===== src/rtl/pipelined_rca_adder.sv =====
`default_nettype none
// ============================================================================
// Module      : pipelined_rca_adder
// Description : WIDTH-bit ripple-carry adder/subtractor split into STAGES
//               carry-chained slices, with valid/ready flow control.
// Revision    : 1.0 - initial release
// ============================================================================
module pipelined_rca_adder #(
    parameter int WIDTH  = 8,
    parameter int STAGES = 2
) (
    input  logic             clk,
    input  logic             rst,
    input  logic             in_valid,
    output logic             in_ready,
    input  logic [WIDTH-1:0] a,
    input  logic [WIDTH-1:0] b,
    input  logic             cin,
    input  logic             sub,
    output logic             out_valid,
    input  logic             out_ready,
    output logic [WIDTH-1:0] sum,
    output logic             cout,
    output logic             ovf
);

    localparam int SW   = WIDTH / STAGES;
    localparam int LAST = STAGES - 1;

    // Slice-k inputs: operands, partial sum, carry and valid entering slice k
    logic [WIDTH-1:0] w_a_in  [STAGES];
    logic [WIDTH-1:0] w_b_in  [STAGES];
    logic [WIDTH-1:0] w_s_in  [STAGES];
    logic [WIDTH-1:0] w_s_nxt [STAGES];
    logic             w_c_in  [STAGES];
    logic             w_c_nxt [STAGES];
    logic             w_v_in  [STAGES];
    logic             w_en;
    logic             w_ovf_nxt;

    logic [WIDTH-1:0] r_a [STAGES];
    logic [WIDTH-1:0] r_b [STAGES];
    logic [WIDTH-1:0] r_s [STAGES];
    logic             r_c [STAGES];
    logic             r_v [STAGES];
    logic             r_ovf;

    assign w_en = ~r_v[LAST] | out_ready;

    generate
        for (genvar k = 0; k < STAGES; k++) begin : g_slice
            localparam logic [WIDTH-1:0] c_mask = WIDTH'({SW{1'b1}}) << (k * SW);
            logic [SW:0] w_add;

            if (k == 0) begin : g_head
                // Subtraction is a + ~b + 1, so the carry-in is forced high
                assign w_a_in[k] = a;
                assign w_b_in[k] = sub ? ~b : b;
                assign w_c_in[k] = sub | cin;
                assign w_s_in[k] = '0;
                assign w_v_in[k] = in_valid;
            end else begin : g_body
                assign w_a_in[k] = r_a[k-1];
                assign w_b_in[k] = r_b[k-1];
                assign w_c_in[k] = r_c[k-1];
                assign w_s_in[k] = r_s[k-1];
                assign w_v_in[k] = r_v[k-1];
            end

            assign w_add = {1'b0, w_a_in[k][k*SW +: SW]}
                         + {1'b0, w_b_in[k][k*SW +: SW]}
                         + {{SW{1'b0}}, w_c_in[k]};
            assign w_s_nxt[k] = (w_s_in[k] & ~c_mask) | (WIDTH'(w_add[SW-1:0]) << (k * SW));
            assign w_c_nxt[k] = w_add[SW];
        end
    endgenerate

    // Carry into the MSB is recovered from the MSB sum bit and its operands
    assign w_ovf_nxt = w_c_nxt[LAST] ^ w_a_in[LAST][WIDTH-1]
                     ^ w_b_in[LAST][WIDTH-1] ^ w_s_nxt[LAST][WIDTH-1];

    always_ff @(posedge clk or posedge rst) begin
        if (rst) begin
            for (int k = 0; k < STAGES; k++) begin
                r_a[k] <= '0;
                r_b[k] <= '0;
                r_s[k] <= '0;
                r_c[k] <= 1'b0;
                r_v[k] <= 1'b0;
            end
            r_ovf <= 1'b0;
        end else if (w_en) begin
            for (int k = 0; k < STAGES; k++) begin
                r_a[k] <= w_a_in[k];
                r_b[k] <= w_b_in[k];
                r_s[k] <= w_s_nxt[k];
                r_c[k] <= w_c_nxt[k];
                r_v[k] <= w_v_in[k];
            end
            r_ovf <= w_ovf_nxt;
        end
    end

    // The last stage's operand copies have no consumer
    logic w_unused_tail;
    assign w_unused_tail = ^{r_a[LAST], r_b[LAST]};

    assign in_ready  = w_en;
    assign out_valid = r_v[LAST];
    assign sum       = r_s[LAST];
    assign cout      = r_c[LAST];
    assign ovf       = r_ovf;

endmodule
`default_nettype wire


===== config.mk =====
export PLATFORM = sky130hd
export DESIGN_NAME = pipelined_rca_adder
export DESIGN_NICKNAME = d
export VERILOG_FILES = /design/src/rtl/pipelined_rca_adder.sv
export SDC_FILE = /design/constraint.sdc
export NUM_CORES = 1
export LEC_CHECK = 0
export CORE_MARGIN = 3
export CORE_UTILIZATION = 35
export CTS_CLUSTER_DIAMETER = 30
export DETAILED_ROUTE_END_ITERATION = 8
export PLACE_DENSITY = 0.62
export SLEW_MARGIN = 20
export SYNTH_ARGS = -nofsm -noshare
export SYNTH_HDL_FRONTEND = slang
export SYNTH_SLANG_ARGS = --single-unit

===== constraint.sdc =====
create_clock -name clk -period 4.7 [get_ports clk]
set_input_delay 1.175 -clock clk [delete_from_list [all_inputs] [get_ports clk]]
set_output_delay 1.175 -clock clk [all_outputs]
set_load 0.05 [all_outputs]

==> out/metrics.csv <==
stage,metric,value,unit
routing,drc,0,
place,dp.cells,181,
synth,syn_nets,146,
clock_tree,clk_pin_slew,0.08,ns
worst_setup_path,path_delay_family,adder cells,
sta,fin_crit,3.33,ns
routing,dr.pass1.iters,3,
place,port_buffers,33,
finish,diodes,0,
worst_hold_path,min_to,out_valid$_DFFE_PP0P_,
clock_tree,clockBufferDepth,2,
worst_setup_path,cp.required,4.83,ns
sta,hold_viol,0,
sta,post-route-period-util,0.709,
worst_setup_path,worstPathCellList,clkdlybuf4s50_1 > or2_2 > fa_1 > fa_1 > a21o_1 > a21oi_1 > a21oi_1,
die,row_count,21,
finish,drive_above_1_share,0.0863,
sta,fmax,0.300,GHz
synth,synth-seq-cells,25,
clock_tree,clk_latency,0.26,ns
finish,final_area,1710,um2
grt,grt_max_degree,36,
worst_setup_path,worst-setup-path-type,in -> reg,
power,leakagePower,0.000729,uW
synth,syn_area,1350,um2
sta,tightest_slew,0.951,ns
worst_setup_path,critPathBufInv,1,
clock_tree,root_buffer,clkbuf_8,
worst_hold_path,hold_depth,1,
sta,fin_setup_tns,0,ns
grt,grt_pass1_vias,790,
worst_setup_path,critPathSlowestCell,clkdlybuf4s50_1,
worst_setup_path,cp.arrival,3.46,ns
worst_setup_path,startpoint_type,input port,
clock_tree,cts_made_buffers,3,
worst_setup_path,reg2reg_slack,2.86,ns
place,place_area,1660,um2
worst_setup_path,end_kind,flip-flop,
finish,final_core_util,0.485,
clock_tree,postCtsHoldBufs,0,
die,die_area,4650,um2
worst_setup_path,r2r_end,ovf$_DFFE_PP0P_,
finish,nets,172,
worst_hold_path,hp-class,reg -> reg,
routing,drt-initial-drc-count,30,
synth,syn_inst,114,
worst_setup_path,cp_slowest_stage_delay,0.66,ns
routing,post_drt_wl_per_cell,12.0,um
worst_hold_path,hp-start,r_v[1]$_DFFE_PP0P_,
sta,rsz0062_at_grt,no,
power,p_per_area,500,nW/um2
routing,ant_nets,0,
sta,drv_slew,0,
routing,vias,818,
die,die_w,68.2,um
grt,grt_overflow,0,
die,io_pins,34,
worst_setup_path,ff2ff_path_depth,8,
clock_tree,cts_tree,yes,
clock_tree,cts.sinks,25,
clock_tree,postCtsSetupRepairBufs,0,
place,place_congestion,0.756,
routing,viasPerCell,4.42,
synth,synth.distinct_cells,20,
sta,fin_ws,1.37,ns
synth,avgSynthCellArea,11.9,um2
clock_tree,cts-resized-gates,0,
die,fp.dieH,68.2,um
grt,grt_pass1_wl,3520,um
synth,ys_seq_area_frac,0.463,
worst_setup_path,r2r_start,r_a[12]$_DFFE_PP0P_,
finish,syn_to_final_growth,26.4,%
grt,grt_antenna_before_repair,0,
place,dp_slack,1.10,ns
clock_tree,cts.htree.levels,1,
synth,yosysWarnings,0,
sta,final-setup-viol-count,0,
finish,layoutNonFillerInstCount,185,
worst_setup_path,crit_fanout,9,
place,dp_hpwl,1670,um
flow_run,cap_violations,0,
power,ir_worst_vdd,245,uV
sta,finClkSkew,0.00471,ns
die,coreArea,3520,um2
routing,wirelength,2220,um
grt,track_usage,0.102,
run_status,status,completed,
die,initial_utilization,0.384,
sta,slew_headroom,0.365,
==> worst register-to-register path, stage by stage, from the launching register on <==
cell and delay, ns:
dfrtp_1 0.38, fa_1 0.20, inv_1 0.06, fa_1 0.39, nand2b_1 0.17, a21oi_2 0.16
xnor2_1 0.15, xnor2_1 0.13, a21oi_1 0.08
==> where the power goes <==
part	internal (uW)	total (uW)	switching, uW	leakage (uW)
clock network	60.5	124	63.4	0.0000228
registers	279	312	32.9	0.000289
logic	174	418	244	0.000418
total	513	854	341	0.000729
==> Yosys cell counts <==
library cell   n  area share
a21oi_2        2       0.013
inv_1          4       0.011
a21o_1         3       0.017
o21ai_1        2      0.0074
mux2_4         1       0.011
ha_1           6       0.056
a21oi_1       10       0.037
dfrtp_1       25        0.46
buf_2          3       0.011
nand2_1        2      0.0056
mux2_1        10       0.083
xnor2_1        9       0.058
fa_1           4       0.059
nor2_1        10       0.028
nand2b_1       3       0.014
buf_6          1      0.0083
or2_2          1      0.0046
xor2_1         6       0.039
mux2_2         3       0.025
buf_4          9       0.050
==> flip-flops by register name, indices dropped and copies added, names as in the netlist <==
signal / count
sum: 8
r_a: 4
r_b: 4
r_s: 4
cout: 1
out_valid: 1
ovf: 1
r_c: 1
r_v: 1
==> layout make-up <==
| class | instances | area (um2) |
|---|---|---|
| fill | 348 | 1810 |
| sequential | 25 | 626 |
| multi-input combinational | 72 | 618 |
| timing repair buffer | 34 | 348 |
| tap | 46 | 57.6 |
| clock buffer | 4 | 45.0 |
| inverter | 4 | 15.0 |
==> routing by layer <==
layer,GRT usage,wire (um),vias up
met2,0.161,1030,18
met3,0.0164,93,2
li1,-,-,418
met5,0,0,-
met1,0.135,1070,380
met4,0.0521,27,0
==> cell usage in the layout (no fill, tap or decap), types with 4 or more instances in the layout <==
cell,synthesis,final
ha_1,6,6
xor2_1,6,6
inv_1,4,4
nor2_1,10,10
mux2_1,10,10
dfrtp_1,25,25
xnor2_1,9,9
clkdlybuf4s50_1,0,32
a21oi_1,10,10
fa_1,4,4
==> logic make-up (layout without fill, tap and decap cells) <==
family | Yosys count | in the layout | share of synthesized area
AO/OA/AOI/OAI | 17 | 17 | 0.0740
XOR/XNOR | 15 | 15 | 0.0971
adder cells (fa/ha/maj) | 10 | 10 | 0.115
buffers and inverters | 17 | 42 | 0.0805
flip-flops | 25 | 25 | 0.463
multiplexers | 14 | 14 | 0.119
AND/OR/NAND/NOR | 16 | 16 | 0.0518
==> metrics by stage <==
step / power, uW / hold WS [ns]
2_1_floorplan: 654 / 0.427
3_3_place_gp: 733 / 0.440
3_5_place_dp: 741 / 0.449
4_1_cts: 868 / 0.470
5_1_grt: 908 / 0.481
6_report: 854 / 0.463
==> worst max-delay path by stage <==
stage	startpoint	endpoint	depth (start not counted)
3_3_place_gp	sub	r_c[1]$_DFFE_PP0P_	7
4_1_cts	sub	r_c[1]$_DFFE_PP0P_	7
3_5_place_dp	sub	r_c[1]$_DFFE_PP0P_	7
2_1_floorplan	sub	r_c[1]$_DFFE_PP0P_	7
6_report	sub	r_c[1]$_DFFE_PP0P_	7
5_1_grt	sub	r_c[1]$_DFFE_PP0P_	7
No activity file was read; power rests on OpenSTA's default activity.
